## config.mk

```make
export PLATFORM = sky130hd
export DESIGN_NAME = nibble_pack_arbiter
export DESIGN_NICKNAME = d
export VERILOG_FILES = /design/src/rtl/nibble_pack_arbiter_pkg.sv /design/src/rtl/nibble_pack_arbiter_rr_arbiter.sv /design/src/rtl/nibble_pack_arbiter.sv
export SDC_FILE = /design/constraint.sdc
export NUM_CORES = 1
export LEC_CHECK = 0
export BUFFER_PORTS_ARGS = -buffer_cell sky130_fd_sc_hd__buf_2
export CAP_MARGIN = 20
export CORE_UTILIZATION = 52
export CTS_BUF_LIST = sky130_fd_sc_hd__clkbuf_8
export CTS_CLUSTER_DIAMETER = 150
export DETAILED_ROUTE_END_ITERATION = 6
export HOLD_SLACK_MARGIN = 0.03
export PLACE_DENSITY = 0.82
export SLEW_MARGIN = 15
export SYNTH_ARGS = -nofsm -noshare
export SYNTH_HDL_FRONTEND = slang
export SYNTH_SLANG_ARGS = --single-unit
```

## constraint.sdc

```tcl
create_clock -name clk -period 2.75 [get_ports clk]
set_clock_uncertainty 0.15 [all_clocks]
set_input_delay 0.1375 -clock clk [delete_from_list [all_inputs] [get_ports clk]]
set_output_delay 0.1375 -clock clk [all_outputs]
set_load 0.05 [all_outputs]
```

## src/rtl/nibble_pack_arbiter_pkg.sv

```systemverilog
// Shared definitions for the nibble pack arbiter: FSM state encoding,
// default word geometry and a small index helper.
package nibble_pack_arbiter_pkg;

  // Nibbles in one packed 32-bit word unless overridden.
  localparam int NIB_PER_WORD_DEF = 8;

  // FSM state encoding.
  typedef logic [1:0] state_t;
  localparam state_t ST_IDLE  = 2'd0;
  localparam state_t ST_GRANT = 2'd1;
  localparam state_t ST_XFER  = 2'd2;
  localparam state_t ST_PAD   = 2'd3;

  // Modulo-n increment of a requester index, used to compute the next
  // round-robin search start.
  function automatic int wrap_inc(input int idx, input int n);
    int nxt;
    nxt = idx + 1;
    if (nxt >= n) begin
      nxt = 0;
    end else begin
      nxt = nxt;
    end
    return nxt;
  endfunction

endpackage

```

## src/rtl/nibble_pack_arbiter_rr_arbiter.sv

```systemverilog
// Combinational round-robin picker: searches the request vector starting at
// ptr and wrapping, returning the first active requester as one-hot and index.
module rr_arbiter
  import nibble_pack_arbiter_pkg::*;
#(
  parameter int N  = 4,
  parameter int IW = $clog2(N)
) (
  input  logic [N-1:0]  req,
  input  logic [IW-1:0] ptr,
  output logic [N-1:0]  grant_oh,
  output logic [IW-1:0] grant_idx
);

  // First requester found at ptr, ptr+1, ... (mod N) wins.
  always_comb begin
    int  cand_s;
    logic found_s;
    grant_oh  = '0;
    grant_idx = '0;
    found_s   = 1'b0;
    cand_s    = 0;
    for (int k = 0; k < N; k++) begin
      cand_s = int'(ptr) + k;
      if (cand_s >= N) begin
        cand_s = cand_s - N;
      end else begin
        cand_s = cand_s;
      end
      if (!found_s && req[cand_s]) begin
        found_s          = 1'b1;
        grant_oh[cand_s] = 1'b1;
        grant_idx        = IW'(cand_s);
      end else begin
        found_s = found_s;
      end
    end
  end

endmodule

```

## src/rtl/nibble_pack_arbiter.sv

```systemverilog
// Nibble pack arbiter: grants one requester at a time for a whole packed
// word, forwards its nibbles to the packer, pads short streams with zero
// nibbles and reports which requester owned each completed word.
module nibble_pack_arbiter
  import nibble_pack_arbiter_pkg::*;
#(
  parameter int NUM_REQ      = 4,
  parameter int NIB_PER_WORD = NIB_PER_WORD_DEF
) (
  input  logic                       clk,
  input  logic                       reset,
  input  logic [NUM_REQ-1:0]         req_valid,
  input  logic [4*NUM_REQ-1:0]       req_data,
  input  logic [NUM_REQ-1:0]         req_last,
  output logic [NUM_REQ-1:0]         req_ready,
  output logic [3:0]                 pk_data,
  output logic                       pk_valid,
  output logic                       word_done,
  output logic [$clog2(NUM_REQ)-1:0] word_owner,
  output logic                       busy
);

  localparam int IW = $clog2(NUM_REQ);
  localparam int CW = $clog2(NIB_PER_WORD);
  localparam logic [CW-1:0] CNT_LAST = CW'(NIB_PER_WORD - 1);

  state_t            state_r;
  logic [IW-1:0]     g_r;
  logic [IW-1:0]     rr_ptr_r;
  logic [CW-1:0]     cnt_r;
  logic              word_done_r;
  logic [IW-1:0]     word_owner_r;

  logic [NUM_REQ-1:0] arb_oh_s;
  logic [IW-1:0]      arb_idx_s;
  logic               arb_any_s;
  logic               g_valid_s;
  logic               g_last_s;
  logic [3:0]         g_data_s;
  logic               word_last_s;
  logic [IW-1:0]      ptr_next_s;

  rr_arbiter #(
    .N  (NUM_REQ),
    .IW (IW)
  ) u_rr_arbiter (
    .req       (req_valid),
    .ptr       (rr_ptr_r),
    .grant_oh  (arb_oh_s),
    .grant_idx (arb_idx_s)
  );

  assign arb_any_s   = |arb_oh_s;
  assign g_valid_s   = req_valid[g_r];
  assign g_last_s    = req_last[g_r];
  assign g_data_s    = req_data[{g_r, 2'b00} +: 4];
  assign word_last_s = (cnt_r == CNT_LAST);
  assign ptr_next_s  = IW'(wrap_inc(int'(g_r), NUM_REQ));

  // Datapath steering: only the granted requester sees ready; pad issues zeros.
  always_comb begin
    req_ready = '0;
    pk_valid  = 1'b0;
    pk_data   = 4'h0;
    case (state_r)
      ST_XFER: begin
        req_ready[g_r] = 1'b1;
        pk_valid       = g_valid_s;
        pk_data        = g_data_s;
      end
      ST_PAD: begin
        pk_valid = 1'b1;
        pk_data  = 4'h0;
      end
      default: begin
        pk_valid = 1'b0;
      end
    endcase
  end

  // Word-level FSM: arbitrate, bubble, transfer, pad, then release the grant.
  always_ff @(posedge clk or posedge reset) begin
    if (reset) begin
      state_r      <= ST_IDLE;
      g_r          <= '0;
      rr_ptr_r     <= '0;
      cnt_r        <= '0;
      word_done_r  <= 1'b0;
      word_owner_r <= '0;
    end else begin
      word_done_r <= 1'b0;
      case (state_r)
        ST_IDLE: begin
          if (arb_any_s) begin
            g_r     <= arb_idx_s;
            state_r <= ST_GRANT;
          end else begin
            state_r <= ST_IDLE;
          end
        end
        ST_GRANT: begin
          cnt_r   <= '0;
          state_r <= ST_XFER;
        end
        ST_XFER: begin
          if (g_valid_s) begin
            cnt_r <= cnt_r + CW'(1);
            if (word_last_s) begin
              state_r      <= ST_IDLE;
              rr_ptr_r     <= ptr_next_s;
              word_done_r  <= 1'b1;
              word_owner_r <= g_r;
            end else if (g_last_s) begin
              state_r <= ST_PAD;
            end else begin
              state_r <= ST_XFER;
            end
          end else begin
            state_r <= ST_XFER;
          end
        end
        ST_PAD: begin
          cnt_r <= cnt_r + CW'(1);
          if (word_last_s) begin
            state_r      <= ST_IDLE;
            rr_ptr_r     <= ptr_next_s;
            word_done_r  <= 1'b1;
            word_owner_r <= g_r;
          end else begin
            state_r <= ST_PAD;
          end
        end
        default: begin
          state_r <= ST_IDLE;
        end
      endcase
    end
  end

  assign word_done  = word_done_r;
  assign word_owner = word_owner_r;
  assign busy       = (state_r != ST_IDLE);

endmodule

```

# Word level (Yosys, flattened, before mapping)
# Cells that the tools add are included.
[word_totals]
mem_bits_rw = 0
latchBits = 0
mem_bits_ro = 0
output_inout_bits = 13
ff_bits = 12
input_bits = 26
memories = 0
[op_classes]
add_sub_neg = 9
n_div = 0
n_shift = 1
eq_ne = 5
n_mul = 0
n_mux = 62
bitwise = 3
reduce_logical = 19
magnitude_cmp = 15
[op_table]
columns = ["op", "n"]
rows = [
  ["$ge A32 B1 Y1 const B", 4],
  ["$lt A32 B4 Y1 const B", 4],
  ["$mux W32", 4],
  ["$ge A32 B4 Y1 const B", 3],
  ["$sub A32 B4 Y32 const B", 3],
  ["$mux W2", 12],
  ["$mux W4", 6],
  ["$mux W1", 22],
  ["$shiftx A16 B5 Y4", 1],
  ["$bmux W1 S2", 6],
  ["$or A4 B4 Y4", 3],
  ["$demux W1 S2", 5],
  ["$pmux W3 S3", 1],
  ["$logic_and A1 B1 Y1", 8],
  ["$pmux W2 S2", 2],
  ["$pmux W2 S4", 1],
  ["$add A2 B1 Y3 const B", 2],
  ["$add A2 B2 Y3 const B", 2],
  ["$reduce_and A2 Y1", 3],
  ["$eq A2 B2 Y1 const B", 2],
  ["$pmux W1 S2", 2],
  ["$reduce_bool A2 Y1", 2],
  ["$reduce_or A4 Y1", 1],
  ["$sub A2 B3 Y4 const B", 1],
  ["other kinds (12)", 14],
]

# Logic depth before layout (Yosys ltp)
[logic_depth]
depth_word = 18
depth_mapped = 8
depth_no_buf = 6

# Cells and area by module
# Synthesis repeated with hierarchy kept, for this count alone.
[hier_totals]
hier_cells = 114
hier_area_um2 = 1290.0
[modules_own_cells]
columns = ["mod", "n_inst", "seq_area_each_um2", "area_per_inst_um2", "cells_each"]
rows = [
  ["nibble_pack_arbiter", 1, 300.3, 833.3, 65],
  ["rr_arbiter", 1, 0.0, 456.7, 49],
]

# Worst setup path before layout
# Ideal clock, no wire load.
[synth_timing]
path_type = "reg-to-reg"
start = "register rr_ptr_r[0]"
end = "register g_r[0]"
path_buffers = 2
setup_time_ns = 0.082
path_stages_with_launch = 9
slack_ns = 0.440
t_arrival_ns = 2.078
t_required_ns = 2.518
path_cell_list = "dfrtp_1 -> clkbuf_1 -> inv_1 -> ha_1 -> clkbuf_1 -> or3b_2 -> o311ai_0 -> o22ai_1 -> a31oi_1"
[synth_between]
elab_chain_cells = 17
[synth_lines]
columns = ["item", "line", "source"]
rows = [
  ["start: declaration", "nibble_pack_arbiter.sv:29", "logic [IW-1:0] rr_ptr_r;"],
  ["start signal: assignment", "nibble_pack_arbiter.sv:110", "rr_ptr_r <= ptr_next_s;"],
  ["start signal: assignment", "nibble_pack_arbiter.sv:126", "rr_ptr_r <= ptr_next_s;"],
  ["parallel branches: the longest is 17 deep, another holds $sub A32 B4 Y32", "--", ""],
  ["end signal: assignment", "nibble_pack_arbiter.sv:95", "g_r <= arb_idx_s;"],
  ["end: declaration", "nibble_pack_arbiter.sv:28", "logic [IW-1:0] g_r;"],
]
# Parallel ways; which one is timed is not known. The select of a mux whose other input is x is not followed.
# A chain may end at the register's enable or synchronous reset.

# Worst setup path after layout
# Ends and elaborated chain as after synthesis.

==> flow_metrics.tcl <==
set metrics [dict create \
    grt_pass1_vias 947 \
    setup_viol 0 \
    ant_nets 0 \
    drt-initial-drc-count 15 \
    swShare_pct 51.38 \
    numCtsBuffers 3 \
    ctsHoldBuffers 1 \
    max-cap-violations 0 \
    max_freq_mhz 423.4 \
    totalWireLength_microns 2531 \
    hpwlAfterDp_microns 1864 \
    grt_first_pass_wirelength_microns 4146 \
    synth_nets 150 \
    synth_cell_types 37 \
    hold_class "input pin to register" \
    synth-seq-cells 12 \
    synthToLayoutAreaGrowth_pct 22.08 \
    num_antenna_cells 0 \
    grt_overflow 0 \
    p_per_area_mw_per_mm2 1276 \
    endpoint_kind "register" \
    synth_top_cell_by_area "dfrtp_1" \
    final.period_utilization_pct 85.89 \
    hold_viol 0 \
    start_util_pct 57.18 \
    intPower_mw 0.8756 \
    comb_power_share_pct 67.5 \
    post_cts_buffers 0 \
    synthCells 109 \
    grt_antenna_before_repair 0 \
    p_clk_share_pct 10.7 \
    worstMarginPinSlew_ps 454.1 \
    dieArea_sq_mm 0.002416 \
    core.rowCount 16 \
    syn_avg_cell_area_sq_um 10.61 \
    finalCriticalPeriod_ps 2362 \
    num_vias 974 \
    netlist_top_cells_area "dfrtp_1 26%, ha_1 16%, mux4_1 11%" \
    place.gp.congestion 0.8362 \
    clk_pin_slew_ps 50 \
    crit_chain "inv_1 -> ha_1 -> or3b_2 -> o311ai_0 -> o22ai_1 -> a31oi_1" \
    ys_warn_count 0 \
    grt_start_max_net_pins 16 \
    seq_area_frac_synth_pct 25.97 \
    irDropWorstVdd_mv 0.8702 \
    synth_top_area_share_pct 25.97 \
    root_buffer "clkbuf_8" \
    slew_viol_final 0 \
    post-route-util_pct 69.80 \
    fin_ws_ps 388.1 \
    p_seq_share_pct 21.8 \
    cts.sinks 12 \
    p_leak_nw 0.7292 \
    rsz0062_at_grt "no" \
    cts-resized-gates 0 \
    fp.dieH_microns 49.15 \
    firstDrtPassIters 4 \
    required_ps 2760 \
    routedWlPerCell_microns 14.63 \
    finalPower_mw 1.801 \
    cp.arrival_ps 2370 \
    viasPerCell 5.630 \
    post_synth_instance_area_sq_mm 0.001156 \
    fp.dieW_microns 49.15 \
    cts_tree "yes" \
    crit_slowest_cell "dfrtp_1" \
    final_nets 188 \
    slowest_delay_ps 620 \
    crit_path_max_fanout 15 \
    io_pins 39 \
    finalSetupTns_ps 0 \
    route.detailed.drc 0 \
    clock_latency_ps 240 \
    worstSetupPathType "register to register" \
    start_kind "register" \
    switchingPower_mw 0.9254 \
    drive_gt1_share_pct 41.10 \
    cts_htree_levels 1 \
    slew_headroom_pct 69.70 \
    status "completed" \
    post-place-ws_ps 387.9 \
    grt_usage_pct 22.77 \
    core-area_sq_mm 0.002022 \
    portBuffers 38 \
    cts_buffer_depth 2 \
]
==> path summary, 6_finish.rpt <==
check	to	slack [ps]	cells past startpoint	from
max in group asynchronous	g_r[0]	1830	3	reset
setup / recovery	g_r[0]	390	6	rr_ptr_r[0]
hold / removal	g_r[1]	140	3	req_valid[0]
setup reg to reg	g_r[0]	390	6	rr_ptr_r[0]
hold reg to reg	word_owner[1]	360	1	word_owner[1]
min in group asynchronous	g_r[1]	310	3	reset
==> critical path, delay by kind of cell, from the launching register on <==
| kind | cells | cell delay, ps |
|---|---|---|
| AO/OA/AOI/OAI | 3 | 430 |
| adder cells (fa/ha/maj) | 1 | 430 |
| buffers and inverters | 1 | 180 |
| flip-flops | 1 | 620 |
| AND/OR/NAND/NOR | 1 | 460 |
==> area by class of cell <==
cell class	instances	area, sq um
fillers	165	610.6
inverters	7	26.28
well taps	27	33.78
multi-input cells	83	788.3
clock buffers	4	55.05
repair buffers	40	207.7
flip-flops and latches	12	300.3
==> power groups by stage <==
stage	Clock [mW]	Sequential, mW	Combinational [mW]
3_3_place_gp	0	0.384	1.17
6_report	0.193	0.393	1.22
4_1_cts	0.195	0.394	1.22
3_5_place_dp	0	0.394	1.20
5_1_grt	0.206	0.410	1.31
2_1_floorplan	0	0.407	0.963
==> Yosys cell counts <==
library cell,n
mux2_4,4
and2_1,9
o221ai_1,1
nand2_4,1
o21ai_0,1
or2_2,2
inv_2,1
o21ai_2,1
and2_2,1
a21o_2,1
dfrtp_1,12
ha_1,15
buf_6,1
buf_2,2
mux4_1,5
a22o_2,2
a2bb2oi_1,1
o22ai_1,2
clkbuf_2,1
a32oi_1,1
a21oi_1,4
nor4_1,2
mux2i_1,1
a31oi_1,2
mux4_2,2
clkbuf_1,2
o311ai_0,1
o32ai_1,1
or3b_2,1
nand2b_1,4
nor2_1,6
inv_1,6
buf_4,1
o32a_1,1
nor2b_1,3
o221a_2,1
nand2_1,7
==> metrics by stage <==
step / area (sq um) / hold slack (ps) / instances
2_1_floorplan: 1156 / -147.8 / 109
3_3_place_gp: 1346 / 5.408 / 168
3_5_place_dp: 1346 / 22.29 / 168
4_1_cts: 1411 / 133.2 / 173
5_1_grt: 1411 / 159.3 / 173
6_report: 1411 / 141.8 / 173
==> state kept, by name (all words and copies together), names as in the netlist <==
name / flops
cnt_r: 3
g_r: 2
word_done: 1
rr_ptr_r: 2
state_r: 2
word_owner: 2
==> routing by layer <==
metal	up-vias	track usage, %	part of all wire (%)
li1	467	-	-
met1	459	24.35	40
met2	46	42.69	52
met3	2	7.788	7.5
met4	0	4.412	0.47
met5	-	0	0
==> logic make-up after synthesis <==
| family | after synthesis | synth area share (%) |
|---|---|---|
| AOI/OAI and AO/OA | 20 | 13.20 |
| adders and majority gates | 15 | 16.23 |
| buffers and inverters | 14 | 5.844 |
| DFF | 12 | 25.97 |
| muxes | 12 | 21.32 |
| and+or+nand+nor | 36 | 17.42 |
==> placed cells by master (no fill, tap or decap), drive strengths merged <==
cell          n
nand2         8
o32ai         1
mux2i         1
inv           7
nor2b         3
a22o          2
a2bb2oi       1
dfrtp        12
a21o          1
dlygate4sd3   1
nor2          6
o32a          1
and2         10
or3b          1
clkbuf        4
nor4          2
a21oi         4
mux2          4
o221a         1
a32oi         1
mux4          7
o221ai        1
a31oi         2
nand2b        4
o21ai         2
or2           2
ha           15
o311ai        1
buf          39
o22ai         2
Note: power is estimated with default switching activity, not from simulation.
